`config.mk`:
```
export PLATFORM = sky130hd
export DESIGN_NAME = bus_arb4_flat
export DESIGN_NICKNAME = d
export VERILOG_FILES = /design/src/rtl/bus_arb4_if.sv /design/src/rtl/bus_arb4.sv /design/src/flat_wrapper.sv
export SDC_FILE = /design/constraint.sdc
export NUM_CORES = 1
export LEC_CHECK = 0
export ABC_AREA = 1
export BUFFER_PORTS_ARGS = -buffer_cell sky130_fd_sc_hd__buf_2
export CAP_MARGIN = 40
export CORE_MARGIN = 2
export CORE_UTILIZATION = 50
export CTS_CLUSTER_DIAMETER = 30
export DETAILED_ROUTE_END_ITERATION = 10
export GPL_ROUTABILITY_DRIVEN = 1
export GPL_TIMING_DRIVEN = 0
export PLACE_DENSITY = 0.76
export SLEW_MARGIN = 25
export SYNTH_ARGS = -nofsm -noshare
export SYNTH_HDL_FRONTEND = slang
export SYNTH_SLANG_ARGS = --single-unit
```
`constraint.sdc`:
```
create_clock -name clk -period 1.55 [get_ports clk]
set_input_delay 0.155 -clock clk [delete_from_list [all_inputs] [get_ports clk]]
set_output_delay 0.155 -clock clk [all_outputs]
set_load 0.02 [all_outputs]
```
`src/rtl/bus_arb4_if.sv`:
```
`default_nettype none
//----------------------------------------------------------------------------
// Module   : bus_arb4_if
// Purpose  : Handshake bundle between four bus masters and the bus_arb4
//            round-robin arbiter.
// Signals  : req[3:0]  - level request per master, held until granted and done
//            done      - owner signals end of transfer
//            grant[3:0]- one-hot grant, zero when the bus is idle
//            sel[1:0]  - binary owner index for the shared datapath mux
//            busy      - a grant is active
//            tmo       - one-cycle pulse after a grant is revoked by timeout
// Modports : master (drives req/done), slave (the arbiter)
// Revision : 1.0 - initial release
//----------------------------------------------------------------------------
interface bus_arb4_if;
    logic [3:0] req;
    logic       done;
    logic [3:0] grant;
    logic [1:0] sel;
    logic       busy;
    logic       tmo;

    modport master (
        output req,
        output done,
        input  grant,
        input  sel,
        input  busy,
        input  tmo
    );

    modport slave (
        input  req,
        input  done,
        output grant,
        output sel,
        output busy,
        output tmo
    );
endinterface
`default_nettype wire

```
`src/rtl/bus_arb4.sv`:
```
`default_nettype none
//----------------------------------------------------------------------------
// Module   : bus_arb4
// Purpose  : Four-master round-robin bus arbiter with hold timeout.
//            A grant is issued one cycle after a request is seen in IDLE and
//            is held until done, the owner drops its request, or the hold
//            counter hits TMO_MAX. Every release is followed by one idle
//            turnaround cycle before the next grant.
// Params   : TMO_MAX - maximum cycles a master may hold the grant (1..255)
// Ports    : clk     - rising-edge clock
//            reset   - synchronous, active-high reset
//            bus     - bus_arb4_if.slave (req, done, grant, sel, busy, tmo)
// Revision : 1.0 - initial release
//----------------------------------------------------------------------------
module bus_arb4 #(
    parameter int TMO_MAX = 15
) (
    input  logic        clk,
    input  logic        reset,
    bus_arb4_if.slave   bus
);

    generate
        if ((TMO_MAX < 1) || (TMO_MAX > 255)) begin : g_tmo_range_check
            $error("bus_arb4: TMO_MAX must be in 1..255");
        end
    endgenerate

    // Counter value seen in the last permitted BUSY cycle.
    localparam logic [7:0] HOLD_LAST = 8'(TMO_MAX - 1);
    localparam logic [7:0] HOLD_SAT  = 8'hFF;

    typedef enum logic [0:0] {
        IDLE = 1'b0,
        BUSY = 1'b1
    } state_t;

    state_t     state;
    logic [1:0] ptr;
    logic [7:0] hold_cnt;
    logic [3:0] grant_q;
    logic [1:0] sel_q;
    logic       busy_q;
    logic       tmo_q;

    logic [1:0] winner;
    logic       win_valid;
    logic       owner_req;
    logic       at_limit;
    logic       release_now;

    // Round-robin search starting at ptr. Scanning offsets from highest to
    // lowest lets the closest set request (smallest offset) win last.
    always_comb begin
        winner    = ptr;
        win_valid = 1'b0;
        for (int k = 3; k >= 0; k--) begin
            if (bus.req[ptr + 2'(k)]) begin
                winner    = ptr + 2'(k);
                win_valid = 1'b1;
            end
        end
    end

    assign owner_req   = bus.req[sel_q];
    assign at_limit    = (hold_cnt == HOLD_LAST);
    assign release_now = bus.done || !owner_req || at_limit;

    always_ff @(posedge clk) begin
        if (reset) begin
            state    <= IDLE;
            grant_q  <= 4'b0000;
            sel_q    <= 2'd0;
            busy_q   <= 1'b0;
            tmo_q    <= 1'b0;
            ptr      <= 2'd0;
            hold_cnt <= 8'd0;
        end else begin
            tmo_q <= 1'b0;
            case (state)
                IDLE: begin
                    if (win_valid) begin
                        state    <= BUSY;
                        grant_q  <= 4'b0001 << winner;
                        sel_q    <= winner;
                        busy_q   <= 1'b1;
                        ptr      <= winner + 2'd1;
                        hold_cnt <= 8'd0;
                    end else begin
                        // sel keeps the last owner so the datapath mux is stable.
                        grant_q <= 4'b0000;
                        busy_q  <= 1'b0;
                    end
                end
                BUSY: begin
                    if (release_now) begin
                        state   <= IDLE;
                        grant_q <= 4'b0000;
                        busy_q  <= 1'b0;
                        // A coincident done or request drop is a normal
                        // release, so tmo only flags a pure timeout.
                        tmo_q   <= at_limit && !bus.done && owner_req;
                    end else if (hold_cnt != HOLD_SAT) begin
                        hold_cnt <= hold_cnt + 8'd1;
                    end
                end
                default: begin
                    state   <= IDLE;
                    grant_q <= 4'b0000;
                    busy_q  <= 1'b0;
                end
            endcase
        end
    end

    assign bus.grant = grant_q;
    assign bus.sel   = sel_q;
    assign bus.busy  = busy_q;
    assign bus.tmo   = tmo_q;

endmodule
`default_nettype wire

```
`src/flat_wrapper.sv`:
```
// flat-port wrapper written by rule: the top's interface ports become plain ports
module bus_arb4_flat 
#(
    parameter int TMO_MAX = 15
)
  (clk, reset, bus_req, bus_done, bus_grant, bus_sel, bus_busy, bus_tmo);
  bus_arb4_if bus_i ();
  input  logic clk;
  input  logic reset;
  input wire logic [$bits(bus_i.req)-1:0] bus_req;
  input wire logic [$bits(bus_i.done)-1:0] bus_done;
  output wire logic [$bits(bus_i.grant)-1:0] bus_grant;
  output wire logic [$bits(bus_i.sel)-1:0] bus_sel;
  output wire logic [$bits(bus_i.busy)-1:0] bus_busy;
  output wire logic [$bits(bus_i.tmo)-1:0] bus_tmo;
  assign bus_i.req = bus_req;
  assign bus_i.done = bus_done;
  assign bus_grant = bus_i.grant;
  assign bus_sel = bus_i.sel;
  assign bus_busy = bus_i.busy;
  assign bus_tmo = bus_i.tmo;
  bus_arb4 #(.TMO_MAX(TMO_MAX)) u_core (.clk(clk), .reset(reset), .bus(bus_i));
endmodule
```
==> reports/results.tsv <==
metric	value	unit
Worst Tran Pin Value	442	ps
Layout Skew	2.20	ps
areal power density over the cells	1960	nW/µm²
failing checks	negative setup slack	
setup repair after global routing missed its margin	true	
Clock Pin Slew Worst Setup and Hold Paths	110	ps
grt ovf	0	
switching fraction of total power	50.1	%
number of antenna violations at the first check in global routing	0	
final worst-path cycle share	109	%
number of search-and-repair iterations in the first detailed-routing pass	4	
H-tree lvl count	1	
number of max-slew violations in the final report	0	
min setup slack post-route	-140	ps
Die Wd	52.1	µm
initial standard-cell utilization of the core	52.8	%
grt met3 use	5.75	%
area of the mapped netlist	1160	µm²
post-synthesis net count	179	
most used cells in the layout excluding fill and tap cells	35 x sky130_fd_sc_hd__nand2_1, 22 x sky130_fd_sc_hd__nand2_2, 15 x sky130_fd_sc_hd__dfxtp_1	
final antenna diode count	0	
final net count	209	
total half-perimeter wirelength after legalization and detailed placement	1860	µm
number of vias per cell after detailed routing	5.23	
top cells by area in the synthesized netlist	sky130_fd_sc_hd__dfxtp_1 33%, sky130_fd_sc_hd__nand2_1 16%, sky130_fd_sc_hd__a21oi_1 7.4%	
maximum number of pins on one net before global-route repair	12	
wire length of the first global-routing pass	4370	µm
most crowded layer after global routing	met2	
area occupied by registers	388	µm²
CP max stage delay	350	ps
Setup violations, final	15	
Crit. End Element	flop	
standard-cell row count	17	
proportion of synthesized chip area in sequential cells	32.9	%
die footprint	2710	µm²
detail-routed net length per standard cell	12.4	µm
GRT met2 Usage	39.7	%
final wirelength	2810	µm
Max-cap violations	0	
Gate power share	66.7	%
master of the slowest instance on the critical path	sky130_fd_sc_hd__dfxtp_2	
mean post-synth cell area	6.80	µm²
crit path time final	1690	ps
Tightest Hold Check Type	in -> reg	
proportion of netlist area held by the largest area contributor	32.9	%
share of cells above drive strength 1	42.7	%
Clock Sink Count	19	
Yosys top cell by area	sky130_fd_sc_hd__dfxtp_1	
number of distinct library cell variants in the gate-level netlist after synthesis	25	
worst slew slack as a fraction of its limit	70.4	%
maximum fanout along the worst path	8	
hold buffers post-CTS	0	
area grow syn2layout	30.5	%
Post-Syn Instances	170	
number of warnings printed during yosys synthesis	0	
final hold violations	0	
vias in the first global route	1067	
global placement routability congestion	0.827	
filler cell count in the final layout	192	
CTS tree	done	
final cell count without fillers	227	
multi-input gate area in the final layout	801	µm²
worst hold-check slack	79.7	ps
worst skew pair latency	290	ps
portion of total power attributed to the clock network	8.5	%
data required time at the worst endpoint	1780	ps
internal power consumption	1.48	mW
CP Class	reg -> reg	
Worst VDD drop	1.05	mV
result of the run	finished with violations	
dpl cells	212	
Total Neg Setup Slack	-1460	ps
arrival time of the worst setup path	1930	ps
PortBufs	14	
setup slack at placement	-152	ps
via count	1188	
number of design rule violations left after detail routing	0	
crit-path cells	buf_8 > inv_8 > nand2_2 > nand2_2 > nand2_2 > nand2_2 > inv_2 > nand2_4 > nor2_4 > nor2_4 > o21bai_4 > nand2_1 > a21oi_1	
total routing resource utilization after global routing	21.7	%
number of ports placed on the die boundary	15	
critical path startpoint category	flop	
height of the chip	52.1	µm
Static Leak	0.677	nW
root buffer selected by CTS	sky130_fd_sc_hd__clkbuf_4	
number of buffers created by CTS	3	
global routing usage on met1	24.8	%
most used cell along the critical path	sky130_fd_sc_hd__nand2_2	
post-detailed-route count of antenna-violating nets	0	
Max Fclk	0.592	GHz
synthesis-stage register bit count	19	
CTS max path bufs	2	
most common library cell in the layout ignoring fill and taps	sky130_fd_sc_hd__nand2_1	
Detailed Route Iter0 Violations	12	
Seq pwr share	24.8	%
floorplan core area	2190	µm²
reported net switching power	1.48	mW
[through the flow]
stage	power [mW]	util, %	cell area, µm²
floorplan	1.84	-	1160
global placement	2.10	57.6	1260
detailed placement	2.14	57.6	1260
CTS	2.70	64.4	1410
global route	3.19	68.9	1510
finish	2.96	68.9	1510
[path summary, 6_finish.rpt]
path	from	to	slack [ps]	cells after the start
worst min register to register	u_core.bus.grant[0]	u_core.bus.grant[0]	470	2
worst min-delay path	reset	u_core.hold_cnt[1]	80	2
worst max-delay path	u_core.ptr[0]	u_core.hold_cnt[6]	-140	13
worst max register to register	u_core.ptr[0]	u_core.hold_cnt[6]	-140	13
[routing by layer]
| metal | share of wire, % | routed length (µm) |
|---|---|---|
| met2 | 54 | 1530 |
| met5 | 0 | 0 |
| met4 | 0.36 | 10 |
| met1 | 42 | 1190 |
| met3 | 2.7 | 76 |
[flip-flops by register name, indices dropped and copies added (netlist names)]
name and cells:
u_core.hold_cnt 8, u_core.bus.grant 4, u_core.bus.sel 2, u_core.ptr 2
u_core.bus.busy 1, u_core.bus.tmo 1, u_core.state 1
[logic make-up (layout without fill, tap and decap cells)]
family / count (synthesis) / after routing / share of synthesized area [%]
and+or+nand+nor: 94 / 95 / 37.3
DFF: 19 / 19 / 32.9
buffers and inverters: 23 / 51 / 9.31
adders and majority gates: 2 / 2 / 2.16
xor gates and xnor gates: 6 / 6 / 4.55
AOI/OAI and AO/OA: 26 / 26 / 13.7
[Yosys cell counts, drive strengths merged]
cell          n
nand2        60
inv          20
dfxtp        19
a21oi        18
nand3        14
nor2         11
nand4         5
o21ai         4
nor3          3
xnor2         3
xor2          3
ha            2
o211ai        2
buf           1
clkinv        1
dlygate4sd3   1
nor4          1
o21a          1
o21bai        1
[final cells by class]
class / instances / area share, %
flip-flops and latches: 19 / 25.7
repair buffers: 24 / 9.62
multi-input cells: 129 / 53.1
inverters: 21 / 5.80
plain buffers: 2 / 1.66
clock buffers: 3 / 1.49
well taps: 28 / 2.32
clock inverters: 1 / 0.332
[repair_timing]
| action | 4_1_cts | 5_1_grt |
|---|---|---|
| buffers inserted | 7 | 3 |
| cloned | 1 | 0 |
| endpoints found under the setup margin | 15 | 17 |
| pin swaps | 15 | 16 |
| endpoints found under the hold margin | 0 | 0 |
| gates resized for setup | 20 | 23 |
[power by group through the flow]
stage	registers (mW)	clock network, mW	logic (mW)
6_report	0.735	0.252	1.97
5_1_grt	0.753	0.282	2.15
4_1_cts	0.722	0.257	1.72
3_5_place_dp	0.716	0	1.43
3_3_place_gp	0.711	0	1.39
2_1_floorplan	0.796	0	1.04
[critical path, delay by kind of cell (launching register included)]
family	cells	cell delay, ps
buffers and inverters	3	240
AND/OR/NAND/NOR	8	620
AO/OA/AOI/OAI	2	410
flip-flops	1	350
Note: power is estimated with default switching activity, not from simulation.
